$ cat config.mk
export PLATFORM = sky130hd
export DESIGN_NAME = sect163r2_pt_check
export DESIGN_NICKNAME = d
export VERILOG_FILES = /design/src/rtl/sect163r2_pt_check.sv
export SDC_FILE = /design/constraint.sdc
export NUM_CORES = 2
export LEC_CHECK = 0
export ABC_CLOCK_PERIOD_IN_PS = 4600
export CORE_MARGIN = 2
export CORE_UTILIZATION = 35
export DETAILED_ROUTE_END_ITERATION = 6
export GPL_TIMING_DRIVEN = 0
export PLACE_DENSITY = 0.63
export SLEW_MARGIN = 15
export SYNTH_ARGS = -nofsm -noshare
export SYNTH_HDL_FRONTEND = slang
export SYNTH_SLANG_ARGS = --single-unit
export TNS_END_PERCENT = 20
$ cat constraint.sdc
create_clock -name clk -period 4.6 [get_ports clk]
set_input_delay 0.46 -clock clk [delete_from_list [all_inputs] [get_ports clk]]
set_output_delay 0.46 -clock clk [all_outputs]
set_load 0.03 [all_outputs]
$ cat src/rtl/sect163r2_pt_check.sv
// sect163r2 public-key on-curve check: y*(y+x) == x^2*(x+1) + b over GF(2^163), one serial multiplier.
// SECT_PT_CHECK_FAST_SQR_EN: compute x^2 with a single-cycle combinational squarer instead of MUL2 passes.
module sect163r2_pt_check (
    input  logic         clk,
    input  logic         rst_n,
    input  logic         clr,
    input  logic         start,
    input  logic [162:0] x,
    input  logic [162:0] y,
    output logic         busy,
    output logic         done,
    output logic         valid
);
    localparam int M = 163;
    localparam logic [M-1:0] FX = 163'hc9;
    localparam logic [M-1:0] B  = 163'h20a601907b8c953ca1481eb10512f78744a3205fd;
    localparam logic [7:0]   LAST = 8'(M - 1);

    typedef enum logic [2:0] {IDLE, MUL1, MUL2, MUL3, CMP, DONE} state_t;

    state_t       state;
    logic [7:0]   cnt;
    logic [M-1:0] xr, yr, ur, acc, t1, t2;
    logic [M-1:0] opa, opb, shifted, acc_next;

`ifdef SECT_PT_CHECK_FAST_SQR_EN
    // Squaring in GF(2) is bit interleave; fold the high half back down from the top.
    function automatic logic [M-1:0] gf_sqr(input logic [M-1:0] v);
        logic [2*M-1:0] s;
        logic [2*M-1:0] p;
        s = '0;
        p = {{(M-1){1'b0}}, 1'b1, FX};
        for (int i = 0; i < M; i++) s[2*i] = v[i];
        for (int k = 2*M-2; k >= M; k--)
            if (s[k]) s = s ^ (p << (k - M));
        return s[M-1:0];
    endfunction
`endif

    always_comb begin
        opa = '0;
        opb = '0;
        case (state)
            MUL1:    begin opa = yr; opb = ur; end
            MUL2:    begin opa = xr; opb = xr; end
            MUL3:    begin opa = t2; opb = xr ^ {{(M-1){1'b0}}, 1'b1}; end
            default: ;
        endcase
        shifted  = {acc[M-2:0], 1'b0} ^ (acc[M-1] ? FX : '0);
        acc_next = shifted ^ (opb[cnt] ? opa : '0);
    end

    always_ff @(posedge clk) begin
        if (!rst_n || clr) begin
            state <= IDLE;
            cnt   <= '0;
            xr    <= '0;
            yr    <= '0;
            ur    <= '0;
            acc   <= '0;
            t1    <= '0;
            t2    <= '0;
            busy  <= 1'b0;
            done  <= 1'b0;
            valid <= 1'b0;
        end else begin
            case (state)
                IDLE: if (start) begin
                    xr    <= x;
                    yr    <= y;
                    ur    <= x ^ y;
                    acc   <= '0;
                    cnt   <= LAST;
                    valid <= 1'b0;
                    busy  <= 1'b1;
                    state <= MUL1;
                end
                MUL1: begin
                    acc <= acc_next;
                    cnt <= cnt - 8'd1;
                    if (cnt == 8'd0) begin
                        t1    <= acc_next;
                        acc   <= '0;
                        cnt   <= LAST;
                        state <= MUL2;
                    end
                end
                MUL2: begin
`ifdef SECT_PT_CHECK_FAST_SQR_EN
                    t2    <= gf_sqr(xr);
                    cnt   <= LAST;
                    state <= MUL3;
`else
                    acc <= acc_next;
                    cnt <= cnt - 8'd1;
                    if (cnt == 8'd0) begin
                        t2    <= acc_next;
                        acc   <= '0;
                        cnt   <= LAST;
                        state <= MUL3;
                    end
`endif
                end
                MUL3: begin
                    acc <= acc_next;
                    if (cnt == 8'd0) state <= CMP;
                    else             cnt   <= cnt - 8'd1;
                end
                CMP: begin
                    valid <= (t1 == (acc ^ B));
                    done  <= 1'b1;
                    state <= DONE;
                end
                DONE: begin
                    done  <= 1'b0;
                    busy  <= 1'b0;
                    state <= IDLE;
                end
                default: state <= IDLE;
            endcase
        end
    end
endmodule

==> results.json <==
{
  "ir_drop_mv": 0.316,
  "synth_area_per_cell_um2": 7.63,
  "synthFlopType": "dfxtp_1",
  "setup_slack_ps": -195,
  "path_cells": "buf_4, clkinv_4, buf_6, buf_4, ha_1, and4b_1, buf_2, nand3_2, clkbuf_2, clkbuf_2, clkbuf_2, o311ai_0, nor2_1",
  "worst_clock_skew_ps": 60.7,
  "rows": 143,
  "cpLargestDelayFamily": "buffers and inverters",
  "r2r_slack_ps": -190,
  "grt_overflow_total": 0,
  "rsz0062_at_grt": "true",
  "post-route-period-util": 1.04,
  "ios": 333,
  "hpwl_um": 217000,
  "drtAntennaViolNets": 0,
  "yosysSeqAreaShare": 0.369,
  "drt-initial-drc-count": 7619,
  "period_minus_slack_ps": 4790,
  "min_from": "x[103]",
  "cts.path.max_buffers": 3,
  "violations": "setup timing",
  "routabilityCongestion": 1.05,
  "synth_top_area_frac": 0.369,
  "cts_tree": "built",
  "min_to": "xr[103]$_SDFFE_PP0P_",
  "r2r-start": "cnt[0]$_SDFFE_PP0P_",
  "p_sw_frac": 0.282,
  "setup_viol": 265,
  "firstDrtPassIters": 6,
  "cts_sinks": 992,
  "grt_max_degree": 17,
  "dieArea_um2": 157000,
  "cp-start-kind": "register",
  "synth_edf_count": 0,
  "wl_per_cell_um": 29.5,
  "die_x_um": 396,
  "wirelength_um": 285000,
  "cts-root-buf": "clkbuf_16",
  "r2r-end": "t1[114]$_SDFFE_PP0P_",
  "synth_area_leaders": "dfxtp_1 (37%), nand2_1 (8.3%), a21oi_1 (6.3%)",
  "dp.cells": 9429,
  "synth_most_common_cell": "nand2_1",
  "max_stage_delay_ps": 560,
  "grt_pass1_wl_um": 397000,
  "syn_nets": 7385,
  "hold_path.class": "input port to register",
  "vias": 58700,
  "placed_area_um2": 60100,
  "hold_slack_ps": 267,
  "path_clk_slew_ps": 60,
  "netlist.top_cell.by_area": "dfxtp_1",
  "fin_area_um2": 64900,
  "synthDistinctLibCells": 78,
  "arrival_ps": 5470,
  "drive_above_1_share": 0.0809,
  "core_region_area_um2": 152000,
  "critPathCaptureType": "register",
  "p_leak_nw": 22.5,
  "status": "finished, violations left",
  "port_buffers": 332,
  "grt_use_total": 0.348,
  "timing.slew.headroom": 0.0494,
  "worstSkewPairLatency_ps": 810,
  "startpoint": "cnt[0]$_SDFFE_PP0P_",
  "cts_max_level": 3,
  "synthToLayoutAreaGrowth_pct": 20.6,
  "cpMostUsedCell": "clkbuf_2",
  "path_class": "register to register",
  "p_sw_w": 0.00609,
  "max_freq_mhz": 209,
  "power.share.combinational": 0.122,
  "route.detailed.drc": 0,
  "die_y_um": 396,
  "initial_core_util": 0.353,
  "grt_pass1_vias": 54100,
  "slowest_stage": "o311ai_0",
  "powerDensity_nw_per_um2": 333,
  "required_ps": 5270,
  "synth_commonest_cells": "nand2_1 (1190), dfxtp_1 (992), a21oi_1 (678)",
  "worstPathMaxFanout": 11,
  "ys_ff_latch": 992,
  "cts_made_buffers": 114,
  "fin_cells": 9659,
  "rr_worst_depth": 13,
  "syn_inst": 7053,
  "drv_cap": 0,
  "yosys_warnings": 0,
  "antenna_found_initial": 24,
  "path_buf_inv": 8,
  "detail_route.vias_per_cell": 6.08,
  "finalHoldViolations": 0,
  "synthArstFlopShare": 0,
  "synth.cell_area_um2": 53800,
  "hold_path_depth": 3,
  "worstMarginPinSlew_ps": 1410,
  "p_seq_frac": 0.415,
  "internal-power_w": 0.0155,
  "fin_tns_setup_ps": -13000,
  "layout.nets": 7850,
  "pwr-share-clk": 0.462,
  "report.final.slew_viol_count": 0
}
[power groups by stage]
| stage | logic, W | clock network (W) | registers [W] |
|---|---|---|---|
| floorplan | 0.00125 | 0 | 0.00907 |
| global placement | 0.00246 | 0 | 0.00914 |
| detailed placement | 0.00251 | 0 | 0.00915 |
| CTS | 0.00256 | 0.00999 | 0.00896 |
| global route | 0.00276 | 0.0103 | 0.00897 |
| finish | 0.00264 | 0.00998 | 0.00896 |
[kinds of logic after synthesis]
logic type | after synthesis | synth area share
and+or+nand+nor | 2881 | 0.246
adders and majority gates | 2 | 0.000465
xor gates and xnor gates | 326 | 0.0531
muxes | 282 | 0.0547
DFF | 992 | 0.369
buffers and inverters | 772 | 0.0593
AOI/OAI and AO/OA | 1798 | 0.217
[tightest hold or removal path, stage by stage]
cell and delay [ps]:
clkdlybuf4s50_1 440, nand2_1 80, a21oi_1 50
[what timing repair did]
action	CTS	global route
pin swaps	4	3
setup buffers	6	0
hold buffers	0	0
setup endpoints to repair	989	427
gates resized for setup	202	68
[area by class of cell]
cell class	instances	area [um^2]
Inverter	110	422
Timing Repair Buffer	352	3710
Buffer	659	3240
Clock buffer	159	3370
Fill cell	15400	87300
Tap cell	2030	2540
Clock inverter	52	704
Sequential cell	992	19900
Antenna cell	16	40.0
Multi-Input combinational cell	5289	31000
[sequential cells by signal, indices dropped and copies added, names as in the netlist]
signal and count:
ur 163, done 1, cnt 8, valid 1
yr 163, busy 1, xr 163, state 3
acc 163, t2 163, t1 163
[layout by cell type, fill, tap and decap left out, drive strengths merged, types with 113 or more instances in the layout]
cell type | netlist | layout
clkbuf | 511 | 671
a211oi | 176 | 176
nor2 | 569 | 569
xnor2 | 247 | 247
a21oi | 679 | 679
o311ai | 212 | 212
dfxtp | 992 | 992
nand3 | 338 | 338
nand2 | 1190 | 1190
o21ai | 396 | 396
nor3 | 222 | 222
inv | 109 | 113
mux2i | 222 | 222
clkdlybuf4s50 | 0 | 332
buf | 151 | 166
or4 | 210 | 210
and3 | 171 | 171
[layer usage]
layer | vias to the layer above | share of wire | GRT usage
li1 | 26300 | - | -
met1 | 28200 | 0.39 | 0.434
met2 | 3508 | 0.43 | 0.528
met3 | 777 | 0.10 | 0.0795
met4 | 8 | 0.083 | 0.249
met5 | - | 0.00019 | 0
[worst max path at each step]
stage / slack (ps) / to / cells past startpoint
floorplan: 1420 / acc[100]$_SDFFE_PP0P_ / 16
global placement: -3160 / t2[110]$_SDFFE_PP0P_ / 13
detailed placement: -2820 / t2[115]$_SDFFE_PP0P_ / 15
CTS: -10 / t2[73]$_SDFFE_PP0P_ / 14
global route: -70 / t2[109]$_SDFFE_PP0P_ / 14
finish: -190 / t1[114]$_SDFFE_PP0P_ / 13
[per-stage QoR]
stage | setup slack, ps | total power (W) | util
2_1_floorplan | 1420 | 0.0103 | -
3_3_place_gp | -3160 | 0.0116 | 0.392
3_5_place_dp | -2820 | 0.0117 | 0.394
4_1_cts | -13.2 | 0.0215 | 0.425
5_1_grt | -69.3 | 0.0221 | 0.426
6_report | -195 | 0.0216 | 0.426
No activity file was read; power rests on OpenSTA's default activity.
